<file path="config.mk">
export PLATFORM = sky130hd
export DESIGN_NAME = packet_sender_flat
export DESIGN_NICKNAME = d
export VERILOG_FILES = /design/src/rtl/packet_sender_if.sv /design/src/rtl/packet_sender.sv /design/src/flat_wrapper.sv
export SDC_FILE = /design/constraint.sdc
export NUM_CORES = 1
export LEC_CHECK = 0
export BUFFER_PORTS_ARGS = -buffer_cell sky130_fd_sc_hd__buf_2
export CAP_MARGIN = 20
export CORE_MARGIN = 10
export CORE_UTILIZATION = 63
export DETAILED_ROUTE_END_ITERATION = 8
export PLACE_DENSITY_LB_ADDON = 0.08
export SYNTH_ARGS = -nofsm -noshare
export SYNTH_HDL_FRONTEND = slang
export SYNTH_SLANG_ARGS = --single-unit
</file>
<file path="constraint.sdc">
create_clock -name clk1 -period 4 [get_ports clk1]
set_clock_uncertainty 0.05 [all_clocks]
set_input_delay 0.8 -clock clk1 [delete_from_list [all_inputs] [get_ports clk1]]
set_output_delay 0.8 -clock clk1 [all_outputs]
set_load 0.05 [all_outputs]
</file>
<file path="src/rtl/packet_sender_if.sv">
// packet_sender_if: host payload/command handshake and receiver-facing packet stream.
interface packet_sender_if #(parameter int DATA_W = 8);
   logic              payload_valid;
   logic [DATA_W-1:0] payload_data;
   logic              payload_ready;
   logic              cmd_valid;
   logic [1:0]        cmd_dest;
   logic [5:0]        cmd_len;
   logic              cmd_ready;
   logic              cmd_err;
   logic              stop_packet_send;
   logic              packet_valid_o;
   logic [DATA_W-1:0] pdata;
   logic              busy;
   modport master (
      input  payload_valid, payload_data, cmd_valid, cmd_dest, cmd_len, stop_packet_send,
      output payload_ready, cmd_ready, cmd_err, packet_valid_o, pdata, busy
   );
   modport slave (
      output payload_valid, payload_data, cmd_valid, cmd_dest, cmd_len, stop_packet_send,
      input  payload_ready, cmd_ready, cmd_err, packet_valid_o, pdata, busy
   );
endinterface

</file>
<file path="src/rtl/packet_sender.sv">
// packet_sender: buffers payload bytes and frames them as header, payload, parity.
// Optional PKT_SENDER_STATS_EN adds saturating pkt_count/stall_count outputs.
module packet_sender #(
   parameter int DATA_W     = 8,
   parameter int BUF_DEPTH  = 64,
   parameter int GAP_CYCLES = 1
) (
   input logic            clk1,
   input logic            rst,
   packet_sender_if.master bus
`ifdef PKT_SENDER_STATS_EN
   ,
   output logic [15:0]    pkt_count,
   output logic [15:0]    stall_count
`endif
);
   localparam int PW = (BUF_DEPTH > 1) ? $clog2(BUF_DEPTH) : 1;
   localparam int CW = $clog2(BUF_DEPTH + 1);
   typedef enum logic [2:0] {IDLE, HEADER, PAYLOAD, PARITY, GAP} state_t;
   state_t            state;
   logic [DATA_W-1:0] mem [BUF_DEPTH];
   logic [PW-1:0]     wr_ptr, rd_ptr;
   logic [CW-1:0]     count;
   logic [5:0]        len, cnt;
   logic [3:0]        gap;
   logic [DATA_W-1:0] parity, pdata, head, hdr;
   logic              valid, cmd_err;
   logic              wr, rd, xfer, legal, accept, illegal_cmd;
   function automatic logic [PW-1:0] nxt(input logic [PW-1:0] p);
      return (p == PW'(BUF_DEPTH - 1)) ? '0 : p + 1'b1;
   endfunction
   assign head              = mem[rd_ptr];
   assign hdr               = DATA_W'({bus.cmd_len, bus.cmd_dest});
   assign xfer              = valid && !bus.stop_packet_send;
   assign legal             = (bus.cmd_dest != 2'b11) && (bus.cmd_len != 6'd0);
   assign bus.payload_ready = rst && (count < CW'(BUF_DEPTH));
   assign bus.cmd_ready     = rst && (state == IDLE) && (count >= CW'(bus.cmd_len));
   assign accept            = bus.cmd_valid && bus.cmd_ready && legal;
   assign illegal_cmd       = (state == IDLE) && bus.cmd_valid && !legal;
   assign wr                = bus.payload_valid && bus.payload_ready;
   // The last payload transfer places parity, so it does not pop the buffer.
   assign rd                = xfer && ((state == HEADER) || ((state == PAYLOAD) && (cnt != 6'd1)));
   assign bus.packet_valid_o = valid;
   assign bus.pdata         = pdata;
   assign bus.cmd_err       = cmd_err;
   assign bus.busy          = (state != IDLE);
   always_ff @(posedge clk1) begin
      if (wr) mem[wr_ptr] <= bus.payload_data;
   end
   always_ff @(posedge clk1 or negedge rst) begin
      if (!rst) begin
         wr_ptr <= '0;
         rd_ptr <= '0;
         count  <= '0;
      end else begin
         if (wr) wr_ptr <= nxt(wr_ptr);
         if (rd) rd_ptr <= nxt(rd_ptr);
         count <= (wr && !rd) ? count + 1'b1 : (!wr && rd) ? count - 1'b1 : count;
      end
   end
   always_ff @(posedge clk1 or negedge rst) begin
      if (!rst) begin
         state   <= IDLE;
         valid   <= 1'b0;
         pdata   <= '0;
         parity  <= '0;
         cmd_err <= 1'b0;
         len     <= '0;
         cnt     <= '0;
         gap     <= '0;
      end else begin
         cmd_err <= illegal_cmd;
         case (state)
            IDLE: if (accept) begin
               pdata  <= hdr;
               parity <= hdr;
               len    <= bus.cmd_len;
               valid  <= 1'b1;
               state  <= HEADER;
            end
            HEADER: if (xfer) begin
               pdata  <= head;
               parity <= parity ^ head;
               cnt    <= len;
               state  <= PAYLOAD;
            end
            PAYLOAD: if (xfer) begin
               cnt <= cnt - 1'b1;
               if (cnt != 6'd1) begin
                  pdata  <= head;
                  parity <= parity ^ head;
               end else begin
                  pdata <= parity;
                  state <= PARITY;
               end
            end
            PARITY: if (xfer) begin
               valid <= 1'b0;
               pdata <= '0;
               gap   <= 4'(GAP_CYCLES - 1);
               state <= GAP;
            end
            GAP: if (gap == 4'd0) state <= IDLE; else gap <= gap - 1'b1;
            default: state <= IDLE;
         endcase
      end
   end
`ifdef PKT_SENDER_STATS_EN
   always_ff @(posedge clk1 or negedge rst) begin
      if (!rst) begin
         pkt_count   <= '0;
         stall_count <= '0;
      end else begin
         if (state == PARITY && xfer && pkt_count != 16'hFFFF) pkt_count <= pkt_count + 1'b1;
         if (valid && bus.stop_packet_send && stall_count != 16'hFFFF) stall_count <= stall_count + 1'b1;
      end
   end
`endif
endmodule

</file>
<file path="src/flat_wrapper.sv">
// flat-port wrapper written by rule: the top's interface ports become plain ports
module packet_sender_flat 
#(
   parameter int DATA_W     = 8,
   parameter int BUF_DEPTH  = 64,
   parameter int GAP_CYCLES = 1
)
  (clk1, rst, bus_payload_valid, bus_payload_data, bus_cmd_valid, bus_cmd_dest, bus_cmd_len, bus_stop_packet_send, bus_payload_ready, bus_cmd_ready, bus_cmd_err, bus_packet_valid_o, bus_pdata, bus_busy);
  packet_sender_if #(.DATA_W(DATA_W)) bus_i ();
  input logic clk1;
  input logic rst;
  input wire logic [$bits(bus_i.payload_valid)-1:0] bus_payload_valid;
  input wire logic [$bits(bus_i.payload_data)-1:0] bus_payload_data;
  input wire logic [$bits(bus_i.cmd_valid)-1:0] bus_cmd_valid;
  input wire logic [$bits(bus_i.cmd_dest)-1:0] bus_cmd_dest;
  input wire logic [$bits(bus_i.cmd_len)-1:0] bus_cmd_len;
  input wire logic [$bits(bus_i.stop_packet_send)-1:0] bus_stop_packet_send;
  output wire logic [$bits(bus_i.payload_ready)-1:0] bus_payload_ready;
  output wire logic [$bits(bus_i.cmd_ready)-1:0] bus_cmd_ready;
  output wire logic [$bits(bus_i.cmd_err)-1:0] bus_cmd_err;
  output wire logic [$bits(bus_i.packet_valid_o)-1:0] bus_packet_valid_o;
  output wire logic [$bits(bus_i.pdata)-1:0] bus_pdata;
  output wire logic [$bits(bus_i.busy)-1:0] bus_busy;
  assign bus_i.payload_valid = bus_payload_valid;
  assign bus_i.payload_data = bus_payload_data;
  assign bus_i.cmd_valid = bus_cmd_valid;
  assign bus_i.cmd_dest = bus_cmd_dest;
  assign bus_i.cmd_len = bus_cmd_len;
  assign bus_i.stop_packet_send = bus_stop_packet_send;
  assign bus_payload_ready = bus_i.payload_ready;
  assign bus_cmd_ready = bus_i.cmd_ready;
  assign bus_cmd_err = bus_i.cmd_err;
  assign bus_packet_valid_o = bus_i.packet_valid_o;
  assign bus_pdata = bus_i.pdata;
  assign bus_busy = bus_i.busy;
  packet_sender #(.DATA_W(DATA_W), .BUF_DEPTH(BUF_DEPTH), .GAP_CYCLES(GAP_CYCLES)) u_core (.clk1(clk1), .rst(rst), .bus(bus_i));
endmodule
</file>
# Yosys cells after proc, flatten, opt, wreduce, memory -nomap -nowiden
# Memories as Yosys holds them, arrays and structs flattened.
# Index checks and enable logic that the tools add are counted.
[totals]
reg_bits = 56
ramBits = 512
in_bits = 21
out_inout_bits = 13
mem_count = 1
[mem_list]
columns = ["name", "depth", "width", "read_ports", "rd_clocked_by_memory_dff", "write_ports", "line", "source"]
rows = [
  ["u_core.mem", 64, 8, 1, 0, 1, "packet_sender.sv:21", "logic [DATA_W-1:0] mem [BUF_DEPTH];"],
]
[classes]
n_addsub = 6
magnitude_cmp = 2
eq_ne = 16
n_mux = 32
bitwise_logic = 1
n_reduce_logical = 36
[ops]
columns = ["operator", "n"]
rows = [
  ["$mux W8", 8],
  ["$pmux W8 S4", 1],
  ["$mux W6", 4],
  ["$pmux W8 S3", 1],
  ["$mux W3", 6],
  ["$pmux W3 S5", 1],
  ["$logic_and A1 B1 Y1", 14],
  ["$mux W7", 2],
  ["$add A6 B1 Y6 const B", 2],
  ["$eq A6 B6 Y1 const B", 2],
  ["$pmux W6 S2", 1],
  ["$ne A2 B1 Y1 const B", 5],
  ["$reduce_and A5 Y1", 2],
  ["$reduce_and A3 Y1", 3],
  ["$mux W4", 2],
  ["$ne A2 B2 Y1 const B", 4],
  ["$pmux W4 S2", 1],
  ["$reduce_bool A2 Y1", 4],
  ["$xor A8 B8 Y8", 1],
  ["$add A7 B1 Y7 const B", 1],
  ["$ge A7 B6 Y1", 1],
  ["$lt A7 B7 Y1 const B", 1],
  ["$sub A7 B1 Y7 const B", 1],
  ["$eq A3 B2 Y1 const B", 2],
  ["other kinds (16)", 23],
]

# Depth between registers and ports, before layout
[logic_depth]
depth_word = 7
ltp_mapped = 16

# Worst setup path before layout
# No wires, ideal clock.
[synth_path]
kind = "input -> register"
startpoint = "input port rst"
endpoint = "register u_core.count[6]"
setup_time_ns = 0.125
t_arrival_ns = 3.884
t_required_ns = 3.825
slack_ns = -0.059
path_stages = 14
path_cell_list = "nor2b_1 -> nand2_1 -> inv_1 -> clkbuf_1 -> ha_1 -> inv_1 -> fa_1 -> a21o_1 -> a21oi_1 -> o21bai_1 -> a21oi_1 -> xnor2_1 -> nor2_1 -> xor2_1"
[synth_between]
elab_chain_cells = 5
[synth_lines]
columns = ["item", "line", "source"]
rows = [
  ["from (decl)", "flat_wrapper.sv:11", "input logic rst;"],
  ["$logic_and A1 B1 Y1 (*)", "packet_sender.sv:36", "assign bus.payload_ready = rst && (count < CW'(BUF_DEPTH));"],
  ["$logic_and A1 B1 Y1 (*)", "packet_sender.sv:40", "assign wr = bus.payload_valid && bus.payload_ready;"],
  ["named net u_core.wr", "packet_sender.sv:28", "logic wr, rd, xfer, legal, accept, illegal_cmd;"],
  ["$logic_not A1 Y1", "packet_sender.sv:58", "count <= (wr && !rd) ? count + 1'b1 : (!wr && rd) ? count - 1'b1 : count;"],
  ["$logic_and A1 B1 Y1", "packet_sender.sv:58", ""],
  ["$reduce_bool A2 Y1 (no source line)", "--", ""],
  ["to (signal assigned)", "packet_sender.sv:58", ""],
  ["to (decl)", "packet_sender.sv:23", "logic [CW-1:0] count;"],
]
# Mark *: on every way through the listed nets, which the timed path passes. The rest lies on a longest branch.
# A chain may end at the register's enable or synchronous reset.

# Final worst setup path
[layout_path]
startpoint = "register u_core.cnt[3]"
endpoint = "register u_core.count[6]"
[layout_between]
elab_chain_cells = 7
[layout_lines]
columns = ["item", "line", "source"]
rows = [
  ["from (decl)", "packet_sender.sv:24", "logic [5:0] len, cnt;"],
  ["from (signal assigned)", "packet_sender.sv:84", "cnt <= len;"],
  ["from (signal assigned)", "packet_sender.sv:88", "cnt <= cnt - 1'b1;"],
  ["$ne A6 B1 Y1 (*)", "packet_sender.sv:42", "assign rd = xfer && ((state == HEADER) || ((state == PAYLOAD) && (cnt != 6'd1)));"],
  ["$logic_and A1 B1 Y1 (*)", "packet_sender.sv:42", ""],
  ["$logic_or A1 B1 Y1 (*)", "packet_sender.sv:42", ""],
  ["$logic_and A1 B1 Y1 (*)", "packet_sender.sv:42", ""],
  ["$logic_not A1 Y1", "packet_sender.sv:58", ""],
  ["$logic_and A1 B1 Y1", "packet_sender.sv:58", ""],
  ["$mux W7 / $reduce_bool A2 Y1 (equally long branches)", "--", ""],
]
# Mark *: on every way between the ends. The rest lies on a longest branch, timed or not.

==> impl_metrics.tcl <==
set metrics [dict create \
    status "finished clean" \
    grt_util_met2_pct 36.5 \
    grt_overflow_total 0 \
    synth_top_area_cell "edfxtp_1" \
    dp_hpwl_mm 30.7 \
    crit_fanout 8 \
    gp_routability_congestion 0.829 \
    vias 12119 \
    relSlewSlack_pct 30.5 \
    drtPass1Iterations 5 \
    start_util_pct 63.9 \
    hp-class "input pin to async pin" \
    htreeDepth 2 \
    cts_made_buffers 55 \
    grt_pass1_vias 12194 \
    busiest_layer "met2" \
    seq_power_share_pct 44.0 \
    synth_cell_types 71 \
    synth_edf_count 512 \
    rows 70 \
    post-synth-top-area-fraction_pct 65.7 \
    antenna_cells 0 \
    p_leak_nw 8.40 \
    dp.cells 1744 \
    wl_mm 50.3 \
    yosys_warnings 0 \
    drive_above_1_share_pct 23.3 \
    fp.dieW_um 213 \
    grt_max_degree 65 \
    design_area_um2 25800 \
    ys_seq_elements 568 \
    timing.final.ws_setup_ns 0.420 \
    r2r_slack_ns 0.42 \
    drcViolationCount 0 \
    nets 1377 \
    period_minus_slack_ns 3.58 \
    yosysMostFrequentCell "edfxtp_1" \
    clock_latency_ns 0.61 \
    arrival_ns 4.00 \
    syn_area_per_cell_um2 18.3 \
    port_buffers 33 \
    instances_no_fill 1847 \
    finalHoldViolations 0 \
    synth-seq-area-share_pct 71.7 \
    maxSlewViolCount 0 \
    syn_inst 1279 \
    grt_pass1_wl_mm 76.6 \
    avgRoutedWirePerCell_um 27.3 \
    cp-end-kind "flip-flop" \
    p_clk_share_pct 30.9 \
    cts.clk_slew.worst_paths_ns 0.06 \
    final_antenna_net_count 0 \
    max_freq_mhz 279 \
    grt_setup_unrepaired "false" \
    syn_area_um2 23400 \
    yosys-top-cells-count "512 x edfxtp_1, 120 x mux4_2, 81 x nor2_1" \
    core_area_um2 36600 \
    crit_required_ns 4.42 \
    min_period_over_period_pct 89.5 \
    antenna_found_initial 1 \
    vias_per_cell 6.56 \
    clock-sinks 568 \
    vdd.ir_drop.worst_mv 0.438 \
    area_delta_synth_final_pct 10.1 \
    async_flop_share_pct 9.86 \
    finalSetupTns_ns 0 \
    tightest_slew_ns 1.04 \
    worstSetupPathType "flip-flop to flip-flop" \
    use_met3_pct 3.97 \
    met1_usage_pct 31.7 \
    setup_viol 0 \
    synth_nets 1318 \
    p_switching_w 0.00488 \
    ios 34 \
    pre_cts_ws_ns 0.316 \
    pwr-share-comb_pct 25.1 \
    cts_root_buf "clkbuf_16" \
    switching_share_pct 29.9 \
    cap_violations 0 \
    drtIter0Drc 1532 \
    place_area_um2 23900 \
    synthTopCellsByArea "edfxtp_1 66%, mux4_2 12%, dfrtp_1 6.0%" \
    p_int_w 0.0115 \
    track_usage_pct 22.8 \
    tritoncts "done" \
    cp-start-kind "flip-flop" \
    die-area_um2 45200 \
    cts.path.max_buffers 3 \
    die_h_um 213 \
    synthFlopType "edfxtp_1" \
    power.density_nw_per_um2 634 \
]
==> per-stage QoR <==
| step | hold WS, ns | total power [W] | util [%] |
|---|---|---|---|
| floorplan | 0.397 | 0.0105 | - |
| global placement | 0.420 | 0.0113 | 65.4 |
| detailed placement | 0.427 | 0.0114 | 65.4 |
| CTS | 0.355 | 0.0164 | 70.1 |
| global route | 0.376 | 0.0170 | 70.4 |
| finish | 0.355 | 0.0163 | 70.4 |
==> cell type report <==
| class | instances | area, um^2 |
|---|---|---|
| sequential | 568 | 16800 |
| fill | 2279 | 10800 |
| multi-input combinational | 613 | 5980 |
| clock buffer | 68 | 1450 |
| timing repair buffer | 78 | 588 |
| tap | 468 | 586 |
| clock inverter | 30 | 300 |
| inverter | 22 | 82.6 |
==> worst max-delay path, stage by stage, from the launching register on <==
cell and delay, ns:
dfrtp_1 0.42, nor4_2 0.48, a21o_1 0.18, a21o_1 0.28
nor2_1 0.11, inv_1 0.15, ha_1 0.22, inv_1 0.14
fa_1 0.42, a21o_1 0.17, a21oi_1 0.22, o21bai_1 0.08
a21oi_1 0.18, xnor2_1 0.14, nor2_1 0.06, xor2_1 0.14
==> cell usage in the layout, fill, tap and decap left out, types with 6 or more instances in the layout <==
master	count
a21o_1	7
o21ai_1	7
a22oi_1	21
or3_1	6
inv_1	22
clkinv_2	10
mux2i_1	36
buf_2	34
buf_12	7
ha_1	17
nand2_1	65
mux2_2	15
nor2_1	81
dfrtp_1	53
a2bb2oi_1	6
clkbuf_16	56
edfxtp_1	512
mux4_2	120
a41oi_1	8
and3_1	6
o22ai_1	20
a211oi_1	8
nand2b_1	8
a21oi_1	26
o21ai_0	27
xnor2_1	10
a221oi_1	7
clkbuf_1	12
nor3_1	18
clkinv_1	7
nand3_1	7
buf_4	37
==> final timing paths <==
check / startpoint / to / depth (start not counted)
min in group clk1: bus_cmd_valid / u_core.bus.cmd_err$_DFF_PN0_ / 3
hold / removal: rst / u_core.gap[1]$_DFFE_PN0P_ / 2
setup reg to reg: u_core.cnt[3]$_DFFE_PN0P_ / u_core.count[6]$_DFFE_PN0P_ / 15
hold reg to reg: u_core.len[4]$_DFFE_PN0P_ / u_core.len[4]$_DFFE_PN0P_ / 2
max in group asynchronous: rst / u_core.rd_ptr[2]$_DFFE_PN0P_ / 2
setup / recovery: u_core.cnt[3]$_DFFE_PN0P_ / u_core.count[6]$_DFFE_PN0P_ / 15
==> what timing repair did <==
action | CTS | global route
hold buffers | 0 | 0
buffers inserted | 0 | 0
endpoints found under the setup margin | 0 | 1
resized for setup | 0 | 1
==> power groups by stage <==
| stage | clock [W] | sequential, W | combinational [W] |
|---|---|---|---|
| 6_report | 0.00505 | 0.00718 | 0.00410 |
| 5_1_grt | 0.00537 | 0.00723 | 0.00443 |
| 4_1_cts | 0.00512 | 0.00718 | 0.00412 |
| 3_5_place_dp | 0 | 0.00730 | 0.00410 |
| 3_3_place_gp | 0 | 0.00729 | 0.00405 |
| 2_1_floorplan | 0 | 0.00717 | 0.00331 |
==> state kept, by name, summed over array words and instances (netlist names) <==
register / flops
u_core.bus.packet_valid_o: 1
u_core.state: 3
u_core.gap: 4
u_core.bus.pdata: 8
u_core.wr_ptr: 6
u_core.count: 7
u_core.bus.cmd_err: 1
u_core.len: 6
u_core.rd_ptr: 6
u_core.cnt: 6
u_core.mem: 512
u_core.parity: 8
==> routing by layer <==
metal | vias to the layer above | routed length (um)
li1 | 5269 | -
met1 | 6254 | 20600
met2 | 513 | 24700
met3 | 83 | 3860
met4 | 0 | 1210
met5 | - | 0
==> logic make-up (layout without fill, tap and decap cells) <==
group	Yosys count	after routing	synth area share, %
adder cells (fa/ha/maj)	18	18	0.995
XOR/XNOR	13	13	0.487
AO/OA/AOI/OAI	174	174	5.24
multiplexers	172	172	13.9
flip-flops	568	568	71.7
AND/OR/NAND/NOR	236	236	4.87
buffers and inverters	98	198	2.79
No activity file was read; power rests on OpenSTA's default activity.
